==> src/rtl/freq_gate_cnt_if.sv <==
// -----------------------------------------------------------------------------
// freq_gate_cnt_if
//   Groups the measurement signals of freq_gate_cnt. The clock and reset stay
//   plain ports on the module.
//
//   test_sig       unknown-frequency input, asynchronous to sys_clk
//   test_Freq      28-bit count of test_sig periods in the last gate
//   stand_Freq     28-bit count of sys_clk cycles in the last gate
//   calc_flag_reg  one-cycle strobe, a new result is valid
//   ovf            a counter saturated during the last gate
//
//   slave  : the measuring block (drives the results)
//   master : the consumer / signal source (drives test_sig)
// -----------------------------------------------------------------------------
interface freq_gate_cnt_if;
  logic        test_sig;
  logic [27:0] test_Freq;
  logic [27:0] stand_Freq;
  logic        calc_flag_reg;
  logic        ovf;

  modport master (
    output test_sig,
    input  test_Freq,
    input  stand_Freq,
    input  calc_flag_reg,
    input  ovf
  );

  modport slave (
    input  test_sig,
    output test_Freq,
    output stand_Freq,
    output calc_flag_reg,
    output ovf
  );
endinterface

==> src/rtl/freq_gate_cnt.sv <==
// -----------------------------------------------------------------------------
// freq_gate_cnt
//   Reciprocal-style frequency counter. A soft gate of at least GATE_CYCLES
//   sys_clk cycles is opened on one rising edge of test_sig and closed on the
//   first rising edge after the soft gate expires, so both counters cover a
//   whole number of test_sig periods:
//     f_test = f_sys * test_Freq / stand_Freq
//
// Ports
//   sys_clk    system clock, everything runs on its rising edge
//   sys_rst_n  asynchronous active-low reset
//   fif        freq_gate_cnt_if.slave: test_sig in; test_Freq, stand_Freq,
//              calc_flag_reg, ovf out (all outputs registered)
//
// Parameters
//   GATE_CYCLES     minimum soft-gate length in sys_clk cycles (>= 1)
//   TIMEOUT_CYCLES  edge-wait limit in sys_clk cycles (timeout build only)
//
// Build option
//   FREQ_TIMEOUT_EN  when defined, a wait counter runs in S_WAIT and S_CLOSE;
//                    if no edge arrives within TIMEOUT_CYCLES a zero result
//                    (0/0, ovf=0) is published with the normal strobe timing.
//                    When undefined, both states wait for an edge forever.
// -----------------------------------------------------------------------------
module freq_gate_cnt #(
  parameter logic [27:0] GATE_CYCLES    = 28'd50_000_000,
  parameter logic [27:0] TIMEOUT_CYCLES = 28'd100_000_000
) (
  input  logic           sys_clk,
  input  logic           sys_rst_n,
  freq_gate_cnt_if.slave fif
);

  localparam logic [27:0] CNT_MAX = 28'hFFF_FFFF;

  typedef enum logic [1:0] {
    S_WAIT,   // counters cleared, waiting for the opening edge
    S_MEAS,   // soft gate running for GATE_CYCLES cycles
    S_CLOSE,  // soft gate expired, waiting for the closing edge
    S_PUB     // load the result registers
  } state_t;

  state_t      state;

  // Synchronizer and edge detector
  logic        sync_meta;
  logic        sync_stable;
  logic        edge_q;
  logic        tedge;

  // Measurement counters
  logic [27:0] gate_cnt;
  logic [27:0] stand_cnt;
  logic [27:0] test_cnt;
  logic        sat_sticky;

  // Result registers
  logic [27:0] test_freq_q;
  logic [27:0] stand_freq_q;
  logic        ovf_q;
  logic        pub_strobe;
  logic        calc_flag_q;

`ifdef FREQ_TIMEOUT_EN
  logic [27:0] wait_cnt;
  logic        wait_hit;
  logic        timed_out;
`endif

  // A zero-length gate or timeout would make the terminal-count compares
  // below wrap to all ones, so refuse such a configuration at elaboration.
  if (GATE_CYCLES == 28'd0 || TIMEOUT_CYCLES == 28'd0) begin : g_param_check
    $error("freq_gate_cnt: GATE_CYCLES and TIMEOUT_CYCLES must be non-zero");
  end

  // ---------------------------------------------------------------------------
  // test_sig synchronizer: two flops against metastability, a third one
  // remembers the previous level so tedge is a single-cycle rising-edge pulse.
  // ---------------------------------------------------------------------------
  // NOTE: clocked state is always written with non-blocking assignments so
  // every flop samples the pre-edge value of the others; a blocking '=' here
  // would collapse the three-flop chain into one.
  always_ff @(posedge sys_clk or negedge sys_rst_n) begin
    if (!sys_rst_n) begin
      sync_meta   <= 1'b0;
      sync_stable <= 1'b0;
      edge_q      <= 1'b0;
    end else begin
      sync_meta   <= fif.test_sig;
      sync_stable <= sync_meta;
      edge_q      <= sync_stable;
    end
  end

  assign tedge = sync_stable & ~edge_q;

  // Saturating increment: holds at CNT_MAX instead of wrapping to zero.
  function automatic logic [27:0] sat_inc(input logic [27:0] value);
    return (value == CNT_MAX) ? value : value + 28'd1;
  endfunction

`ifdef FREQ_TIMEOUT_EN
  // The wait counter restarts on every state change, so it measures the time
  // spent in the current waiting state without an edge.
  assign wait_hit = (wait_cnt == TIMEOUT_CYCLES - 28'd1);
`endif

  // ---------------------------------------------------------------------------
  // Measurement FSM with registered results.
  // Timeline for an opening edge at cycle 0: S_MEAS covers cycles
  // 1..GATE_CYCLES, an edge on the last of those is still counted and only a
  // later edge (in S_CLOSE) closes the gate. stand_cnt therefore equals the
  // cycle distance between the opening and closing edges.
  // The result registers load as S_PUB is left; calc_flag_reg follows one
  // cycle later so a consumer sees stable data at the strobe's rising edge.
  // ---------------------------------------------------------------------------
  always_ff @(posedge sys_clk or negedge sys_rst_n) begin
    if (!sys_rst_n) begin
      state        <= S_WAIT;
      gate_cnt     <= '0;
      stand_cnt    <= '0;
      test_cnt     <= '0;
      sat_sticky   <= 1'b0;
      test_freq_q  <= '0;
      stand_freq_q <= '0;
      ovf_q        <= 1'b0;
      pub_strobe   <= 1'b0;
      calc_flag_q  <= 1'b0;
`ifdef FREQ_TIMEOUT_EN
      wait_cnt     <= '0;
      timed_out    <= 1'b0;
`endif
    end else begin
      pub_strobe  <= 1'b0;
      calc_flag_q <= pub_strobe;

      case (state)
        S_WAIT: begin
          gate_cnt  <= '0;
          stand_cnt <= '0;
          test_cnt  <= '0;
          if (tedge) begin
            // Opening edge: this cycle is cycle 0 of the gate.
            state      <= S_MEAS;
            sat_sticky <= 1'b0;
          end
`ifdef FREQ_TIMEOUT_EN
          else if (wait_hit) begin
            state     <= S_PUB;
            timed_out <= 1'b1;
          end
          wait_cnt <= (tedge || wait_hit) ? 28'd0 : wait_cnt + 28'd1;
`endif
        end

        S_MEAS: begin
          stand_cnt <= sat_inc(stand_cnt);
          gate_cnt  <= gate_cnt + 28'd1;
          if (tedge) begin
            test_cnt <= sat_inc(test_cnt);
          end
          if (stand_cnt == CNT_MAX || (tedge && test_cnt == CNT_MAX)) begin
            sat_sticky <= 1'b1;
          end
          if (gate_cnt == GATE_CYCLES - 28'd1) begin
            state <= S_CLOSE;
          end
`ifdef FREQ_TIMEOUT_EN
          wait_cnt <= '0;
`endif
        end

        S_CLOSE: begin
          stand_cnt <= sat_inc(stand_cnt);
          if (stand_cnt == CNT_MAX || (tedge && test_cnt == CNT_MAX)) begin
            sat_sticky <= 1'b1;
          end
          if (tedge) begin
            // Closing edge: counted, and consumed here so it cannot reopen.
            test_cnt <= sat_inc(test_cnt);
            state    <= S_PUB;
          end
`ifdef FREQ_TIMEOUT_EN
          else if (wait_hit) begin
            state     <= S_PUB;
            timed_out <= 1'b1;
          end
          wait_cnt <= (tedge || wait_hit) ? 28'd0 : wait_cnt + 28'd1;
`endif
        end

        S_PUB: begin
`ifdef FREQ_TIMEOUT_EN
          test_freq_q  <= timed_out ? 28'd0 : test_cnt;
          stand_freq_q <= timed_out ? 28'd0 : stand_cnt;
          ovf_q        <= timed_out ? 1'b0  : sat_sticky;
          timed_out    <= 1'b0;
          wait_cnt     <= '0;
`else
          test_freq_q  <= test_cnt;
          stand_freq_q <= stand_cnt;
          ovf_q        <= sat_sticky;
`endif
          pub_strobe   <= 1'b1;
          state        <= S_WAIT;
        end

        default: state <= S_WAIT;
      endcase
    end
  end

  assign fif.test_Freq     = test_freq_q;
  assign fif.stand_Freq    = stand_freq_q;
  assign fif.ovf           = ovf_q;
  assign fif.calc_flag_reg = calc_flag_q;

endmodule

==> src/flat_wrapper.sv <==
// flat-port wrapper written by rule: the top's interface ports become plain ports
module freq_gate_cnt_flat 
#(
  parameter logic [27:0] GATE_CYCLES    = 28'd50_000_000,
  parameter logic [27:0] TIMEOUT_CYCLES = 28'd100_000_000
)
  (sys_clk, sys_rst_n, fif_test_sig, fif_test_Freq, fif_stand_Freq, fif_calc_flag_reg, fif_ovf);
  freq_gate_cnt_if fif_i ();
  input  logic sys_clk;
  input  logic sys_rst_n;
  input wire logic [$bits(fif_i.test_sig)-1:0] fif_test_sig;
  output wire logic [$bits(fif_i.test_Freq)-1:0] fif_test_Freq;
  output wire logic [$bits(fif_i.stand_Freq)-1:0] fif_stand_Freq;
  output wire logic [$bits(fif_i.calc_flag_reg)-1:0] fif_calc_flag_reg;
  output wire logic [$bits(fif_i.ovf)-1:0] fif_ovf;
  assign fif_i.test_sig = fif_test_sig;
  assign fif_test_Freq = fif_i.test_Freq;
  assign fif_stand_Freq = fif_i.stand_Freq;
  assign fif_calc_flag_reg = fif_i.calc_flag_reg;
  assign fif_ovf = fif_i.ovf;
  freq_gate_cnt #(.GATE_CYCLES(GATE_CYCLES), .TIMEOUT_CYCLES(TIMEOUT_CYCLES)) u_core (.sys_clk(sys_clk), .sys_rst_n(sys_rst_n), .fif(fif_i));
endmodule
==> config.mk <==
export PLATFORM = sky130hd
export DESIGN_NAME = freq_gate_cnt_flat
export DESIGN_NICKNAME = d
export VERILOG_FILES = /design/src/rtl/freq_gate_cnt_if.sv /design/src/rtl/freq_gate_cnt.sv /design/src/flat_wrapper.sv
export SDC_FILE = /design/constraint.sdc
export NUM_CORES = 1
export LEC_CHECK = 0
export ABC_CLOCK_PERIOD_IN_PS = 3500
export CAP_MARGIN = 10
export CORE_ASPECT_RATIO = 0.7
export CORE_MARGIN = 2
export CORE_UTILIZATION = 60
export DETAILED_ROUTE_END_ITERATION = 8
export HOLD_SLACK_MARGIN = 0.06
export PLACE_DENSITY_LB_ADDON = 0.1
export SLEW_MARGIN = 20
export SYNTH_ARGS = -nofsm -noshare
export SYNTH_HDL_FRONTEND = slang
export SYNTH_SLANG_ARGS = --single-unit
==> constraint.sdc <==
create_clock -name sys_clk -period 3.5 [get_ports sys_clk]
set_input_delay 0.875 -clock sys_clk [delete_from_list [all_inputs] [get_ports sys_clk]]
set_output_delay 0.875 -clock sys_clk [all_outputs]
set_load 0.01 [all_outputs]
======== After elaboration in Yosys (flattened, before gate mapping) ========
Cells that the tools add are included.
word-level totals
  register bits after elaboration ......... 149
  logic and storage cells ................. 55
cells by class
  add/subtract/negate cells ............... 3
  equality and inequality tests ........... 13
  mux-type cells .......................... 14
  bitwise operators ....................... 2
  reduce and logical (&&, ||, !) cells .... 10
operator list
  operator                                                                  count
  28-bit one-hot mux with 2 select lines                                    3
  28-bit by 1-bit adder with 28-bit output (second input constant)          3
  28-bit 2-to-1 mux                                                         3
  28-bit equality test (second input constant)                              2
  28-bit by 26-bit equality test with 1-bit output (second input constant)  1
  2-bit by 1-bit != test with 1-bit output (second input constant)          5
  3-bit AND reduction                                                       3
  2-bit one-hot mux with 4 select lines                                     1
  2-bit 2-to-1 mux                                                          3
  2-bit equality test (second input constant)                               2
  2-bit != test (second input constant)                                     2
  2-bit nonzero test                                                        2
  1-bit 2-to-1 mux                                                          3
  2-bit by 1-bit equality test with 1-bit output (second input constant)    1
  2-bit zero test                                                           1
  1-bit one-hot mux with 2 select lines                                     1
  2-bit AND reduction                                                       1
  2-bit OR reduction                                                        1
  1-bit AND                                                                 1
  1-bit logical AND                                                         1
  1-bit logical OR                                                          1
  1-bit inverter                                                            1

======== Longest topological paths before layout ========
Gate-level depths: netlist (run 1).
  depth in word-level cells ............... 6
  mapped depth ............................ 10

======== Worst setup path before layout (run 1) ========
OpenSTA, ideal clock, no wires.
  kind .................................... flip-flop to flip-flop
  from .................................... reg u_core.state[1]
  to ...................................... reg u_core.gate_cnt[27]
  setup time .............................. 79 ps
  arrival ................................. 2299 ps
  slack ................................... 1122 ps
  cell stages (with the launch flop) ...... 11
  path buffers ............................ 3
  period minus slack after synthesis ...... 2378 ps
  path through ............................ dfrtp_1 inv_1 ha_1 buf_2 inv_1 or3b_1 buf_2 or4_1 buf_2 nor2_1 mux2i_1
on the way
  word-level cells in the longest chain between the ends .. 2
ends and longest elaborated chain
  item                                                                                      line                  source
  start: declaration                                                                        freq_gate_cnt.sv:43   state_t state;
  start signal: assignment                                                                  freq_gate_cnt.sv:119  state <= S_WAIT;
  start signal: assignment                                                                  freq_gate_cnt.sv:144  state <= S_MEAS;
  start signal: assignment                                                                  freq_gate_cnt.sv:166  state <= S_CLOSE;
  2-bit by 1-bit equality test with 1-bit output / 2-bit zero test (equally long branches)  freq_gate_cnt.sv:137  case (state)
  28-bit one-hot mux with 2 select lines / 2-bit nonzero test (equally long branches)       --
  end signal: assignment                                                                    freq_gate_cnt.sv:158  gate_cnt <= gate_cnt + 28'd1;
  end: declaration                                                                          freq_gate_cnt.sv:52   logic [27:0] gate_cnt;
Several ways; a longest one is shown, not always the timed one.
A chain may end at the register's enable or synchronous reset.

======== Worst setup path in the final report (run 1) ========
Ends and elaborated chain as after synthesis.

==> results.toml, run 1 <==
[route]
drt_pass1_iterations = 6
post_drt_wl_per_cell_um = 18.4
drt_drc_violations_left = 0
vias_per_cell = 6.35
wl_mm = 16.1
route.met2.wl_mm = 7.22
antenna_left = 0
wl_met3_mm = 1.16
highest_layer = "met4"
wl_met1_mm = 7.50
drt_iter0_drc = 476
route.vias.total = 5544

[critical_path]
critPathCaptureType = "register"
rrSetupSlack_ps = 400
cpPeakStageDelay_ps = 710
start_kind = "register"
arrival_ps = 3420
r2r-end = "u_core.gate_cnt[27]"
cp_cell_sequence = "inv_1 -> ha_1 -> inv_1 -> or3b_1 -> or4_1 -> nor2_1 -> mux2i_1"
r2r-start = "u_core.state[1]"
crit_top_cell = "inv_1"
crit_path_max_fanout = 13
r2r_cells = 7
path_class = "reg -> reg"
critical_path_required_ps = 3820
crit_slowest_cell = "or4_1"
cp_top_family = "simple AND/OR/NAND/NOR gates"
path_buf_inv = 2

[floorplan]
fp-row-count = 33
die_h_um = 94.8
die_area_um2 = 12700
ios = 61
fp.dieW_um = 134
initial_core_util_pct = 60.8
design.core.area_um2 = 11600

[clock_network]
cts_buffers = 17
cts_hold_buffers = 0
cts_resized = 0
clk_path_buf_depth = 2
numClockSinks = 149
clkTransAtPathRegs_ps = 60
cts_setup_buffers = 0
htree_levels = 4
clock_latency_ps = 420
cts_root_buf = "clkbuf_16"
cts_tree = "built"

[cells_and_area]
final_area_um2 = 8380
antenna_cells = 0
finalNonFillerCells = 873
syn2layout_area_growth_pct = 18.7
finalNetCount = 715
nFillCells = 791
drive_gt1_share_pct = 15.5

[global_route]
grt_pass1_wl_mm = 27.3
grt_use_total_pct = 27.4
first_global_vias = 5331
antenna_found_initial = 0
grt_max_degree = 87
overflow = 0

[placed_design]
dp_hpwl_mm = 10.7
io_buffers = 60
placed_cells_incl_taps = 842
place_area_um2 = 7790
place_congestion = 0.891

[hold_path]
min_path_type = "reg -> reg"
holdCritStartpoint = "u_core.pub_strobe"
holdPathStages = 0
min_to = "u_core.fif.calc_flag_reg"

[sta]
timing.fmax_ghz = 0.323
final-hold-violation-count = 0
timing.slew.headroom_pct = 42.6
slew_violations = 0
finalCritPeriodShare_pct = 88.5
min_period_ps = 3100
setup_violations = 0
worst_slew_pin_slew_ps = 859
finalClockSkew_ps = 7.86
tns_ps = 0
rsz0062_at_grt = "no"

[job]
cap_violations = 0

[synthesis]
synth-edff-count = 0
synth_cells = 649
syn_avg_cell_area_um2 = 10.9
seq_area_frac_synth_pct = 52.8
dominantRegCellSynth = "dfrtp_1"
ys_seq_elements = 149
async_flop_share_pct = 100
syn_nets = 660
synthesis.area_um2 = 7060
ys_warn_count = 0
ys_types = 53

[power_and_ir_drop]
power_density_nw_per_um2 = 588
max-vdd-ir-drop_mv = 0.588
swShare_pct = 33.2
p_leak_nw = 3.66
sequentialPowerShare_pct = 39.0
power.total_mw = 4.93
p_sw_mw = 1.64
clkPwrFrac_pct = 37.1
p_int_mw = 3.29
p_comb_share_pct = 23.9

[run_status]
status = "finished clean"
==> cells by family after synthesis <==
kind of cell             count (synthesis)  synth area share (%)
AND/OR/NAND/NOR                        239                  18.2
flip-flops                             149                  52.8
AO/OA/AOI/OAI                          122                  11.8
multiplexers                            82                  12.6
buffers and inverters                   46                  2.75
adder cells (fa/ha/maj)                  8                  1.42
XOR/XNOR                                 3                 0.372
==> layout make-up <==
type	instances	area [µm²]	area share, %
flip-flops and latches	149	3730	44.5
multi-input cells	454	3140	37.5
repair buffers	68	674	8.05
clock buffers	19	433	5.17
well taps	157	196	2.34
clock inverters	12	156	1.87
inverters	14	52.6	0.627
==> layout by cell type, fill, tap and decap left out, drive strengths merged, types with 15 or more instances in the layout <==
cell type,Yosys,layout
o31ai,17,17
mux2,57,57
inv,14,15
nand4,33,33
a21oi,17,17
nand2,71,71
clkdlybuf4s50,0,59
mux2i,25,25
o21ai,32,32
nor2,27,27
o211ai,18,18
dfrtp,149,149
nand3,36,36
clkbuf,23,19
==> metrics by stage <==
stage | util [%] | hold slack, ps | worst slack (ps)
after floorplan | - | 331 | 1120
after global placement | 67.2 | 333 | 810
after detailed placement | 67.2 | 341 | 547
after CTS | 72.2 | 352 | 506
after global routing | 72.2 | 359 | 199
final | 72.2 | 347 | 402
==> Yosys cell counts (2+ instances only) <==
cell	number	area share, %
a211o_1	2	0.25
a21oi_1	17	1.2
a221o_1	3	0.43
a31o_2	3	0.37
a31oi_1	4	0.35
and3_1	13	1.2
and4_1	5	0.62
buf_2	5	0.35
buf_4	4	0.43
clkbuf_1	23	1.2
dfrtp_1	149	53
ha_1	8	1.4
inv_1	14	0.74
mux2_2	57	9.1
mux2i_1	25	3.5
nand2_1	71	3.8
nand2b_1	5	0.44
nand3_1	35	2.5
nand4_1	31	2.7
nand4b_1	2	0.25
nor2_1	27	1.4
nor2b_1	2	0.18
nor3_1	7	0.50
nor4_1	6	0.53
nor4_2	2	0.35
o211a_1	2	0.28
o211ai_1	18	1.9
o21ai_0	32	2.3
o311ai_0	12	1.5
o31ai_1	17	1.8
o41ai_1	5	0.62
or2_2	4	0.35
or3_1	10	0.89
or4_1	8	0.85
xor2_1	3	0.37
==> power groups by stage <==
| stage | logic [mW] | registers, mW | clock network [mW] |
|---|---|---|---|
| finish | 1.18 | 1.92 | 1.83 |
| global route | 1.30 | 1.93 | 1.94 |
| CTS | 1.16 | 1.92 | 1.84 |
| detailed placement | 1.16 | 1.95 | 0 |
| global placement | 1.11 | 1.94 | 0 |
| floorplan | 0.801 | 1.93 | 0 |
==> per-layer routing <==
layer / vias up / global-route usage, %
met5: - / 0
met4: 0 / 8.69
met3: 29 / 6.76
met2: 240 / 39.9
met1: 2722 / 40.7
li1: 2553 / -
==> worst max path at each step <==
stage / slack, ps / depth (start not counted) / from / end
2_1_floorplan: 1120 / 10 / u_core.state[1] / u_core.gate_cnt[27]
3_3_place_gp: 810 / 7 / u_core.state[1] / u_core.gate_cnt[27]
3_5_place_dp: 550 / 7 / u_core.state[1] / u_core.gate_cnt[27]
4_1_cts: 510 / 7 / u_core.state[1] / u_core.gate_cnt[27]
5_1_grt: 200 / 7 / u_core.state[1] / u_core.gate_cnt[27]
6_report: 400 / 7 / u_core.state[1] / u_core.gate_cnt[27]
Note: power is estimated with default switching activity, not from simulation.
==> run 2, diff against run 1 <==
--- a/config.mk
+++ b/config.mk
@@ -9,7 +9,7 @@
 export CAP_MARGIN = 10
 export CORE_ASPECT_RATIO = 0.7
 export CORE_MARGIN = 2
-export CORE_UTILIZATION = 60
+export CORE_UTILIZATION = 30
 export DETAILED_ROUTE_END_ITERATION = 8
 export HOLD_SLACK_MARGIN = 0.06
 export PLACE_DENSITY_LB_ADDON = 0.1
==> run 2 against run 1 <==
Routed wire length grew 5.3%. Sequential power barely moved. Clock power rose by 8%. Hold slack improved by 1.4 ps. Power is 2.4% higher. Non-clock buffer count rose by 1. Global-route usage down 13 points. Sequential cell count unchanged. Register-to-register slack gained 190 ps. Critical path type unchanged. Largest cell class unchanged. Highest routed layer unchanged.
==> results.toml, run 2 (same netlist as run 1, synthesis figures left out) <==
[route]
wl_mm = 17.0
route.met2.wl_mm = 6.95
antenna_left = 0
route.vias.total = 5333
wl_met3_um = 825
wl_met1_mm = 8.95
post_drt_wl_per_cell_um = 16.5
drt_iter0_drc = 372
drt_drc_violations_left = 0
vias_per_cell = 5.18
drt_pass1_iterations = 5
highest_layer = "met4"

[critical_path]
start_kind = "register"
critical_path_required_ps = 3840
crit_path_max_fanout = 13
path_class = "reg -> reg"
critPathCaptureType = "register"
arrival_ps = 3250

[sta]
min_period_ps = 2910
rsz0062_at_grt = "no"
timing.slew.headroom_pct = 32.9
setup_violations = 0
finalCritPeriodShare_pct = 83.2
worst_slew_pin_slew_ps = 994
final-hold-violation-count = 0
tns_ps = 0
slew_violations = 0
timing.fmax_ghz = 0.344
finalClockSkew_ps = 9.81

[cells_and_area]
syn2layout_area_growth_pct = 22.1
antenna_cells = 0
finish.utilization_pct = 37.7
drive_gt1_share_pct = 15.6
final_cell_mix = "dfrtp_1, nand2_1, clkdlybuf4s50_1"
finalNetCount = 716
layout_commonest_cell = "dfrtp_1"
final_area_um2 = 8620

[job]
cap_violations = 0

[global_route]
grt_pass1_wl_mm = 28.4
overflow = 0
grt_use_total_pct = 14.3
grt_max_degree = 71
antenna_found_initial = 0
first_global_vias = 5240

[placed_design]
place_area_um2 = 7990
place_congestion = 0.803
dp_hpwl_mm = 11.6
io_buffers = 60

[power_and_ir_drop]
clkPwrFrac_pct = 39.0
p_comb_share_pct = 23.0
p_int_mw = 3.39
power_density_nw_per_um2 = 586
sequentialPowerShare_pct = 38.0
swShare_pct = 32.8
p_sw_mw = 1.66
p_leak_nw = 3.67
max-vdd-ir-drop_mv = 0.357

[clock_network]
cts_hold_buffers = 0
cts_resized = 0
clock_latency_ps = 430
cts_tree = "built"
clk_path_buf_depth = 2
htree_levels = 4
clkTransAtPathRegs_ps = 60
cts_setup_buffers = 0
cts_buffers = 17
cts_root_buf = "clkbuf_16"
numClockSinks = 149

[floorplan]
initial_core_util_pct = 30.9
ios = 61
design.core.area_um2 = 22800
die_area_um2 = 24800
fp.dieW_um = 187
die_h_um = 132
fp-row-count = 46

[run_status]
status = "finished clean"

[hold_path]
min_path_type = "reg -> reg"
## run 2: cell types whose count changed in the layout (fill, tap and decap cells not counted), sizes merged
cell,previous run,this run
bufinv,3,4
clkbuf,19,21
clkinv,4,1
clkinvlp,4,5
buf,9,10
## run 2: critical path, cell delays in order (launching register included)
cell and delay (ps):
dfrtp_1 410, inv_1 110, ha_1 370, inv_1 270
or3b_1 570, or4_1 700, nor2_1 180, mux2i_1 210
## run 2: per-layer routing
layer	vias up	global-route usage, %
li1	2561	-
met1	2615	21.8
met2	137	19.7
met3	20	3.33
met4	0	4.67
met5	-	0
## run 2: area by class of cell
cell class                 instances  area (µm²)
multi-input combinational        454        3140
inverter                          14        52.6
sequential                       149        3730
tap                              312         390
fill                            2259       14200
timing repair buffer              69         682
clock buffer                      21         450
clock inverter                    11         175
## run 2: final timing paths
check                                       start                   endpoint  slack, ps  depth (start not counted)
worst min register to register  u_core.pub_strobe   u_core.fif.calc_flag_reg        350                          0
worst max register to register    u_core.state[1]        u_core.gate_cnt[27]        590                          7
min in group asynchronous               sys_rst_n   u_core.fif.test_Freq[13]        360                          1
worst max-delay path              u_core.state[1]        u_core.gate_cnt[27]        590                          7
max in group asynchronous               sys_rst_n  u_core.fif.stand_Freq[15]       2310                          2
worst min-delay path            u_core.pub_strobe   u_core.fif.calc_flag_reg        350                          0
## run 2: power by group through the flow
stage / clock [mW] / sequential (mW) / combinational (mW)
5_1_grt: 2.10 / 1.94 / 1.30
3_3_place_gp: 0 / 1.94 / 1.17
3_5_place_dp: 0 / 1.95 / 1.18
4_1_cts: 2.02 / 1.92 / 1.19
6_report: 1.97 / 1.92 / 1.16
2_1_floorplan: 0 / 1.93 / 0.801
## run 2: metrics by stage
| step | total power [mW] | hold WS (ps) | instances | worst slack [ps] |
|---|---|---|---|---|
| 3_5_place_dp | 3.13 | 340 | 998 | 607 |
| 5_1_grt | 5.34 | 367 | 1030 | 330 |
| 2_1_floorplan | 2.74 | 331 | 649 | 1120 |
| 6_report | 5.05 | 348 | 1030 | 590 |
| 3_3_place_gp | 3.11 | 335 | 998 | 734 |
| 4_1_cts | 5.12 | 353 | 1030 | 604 |
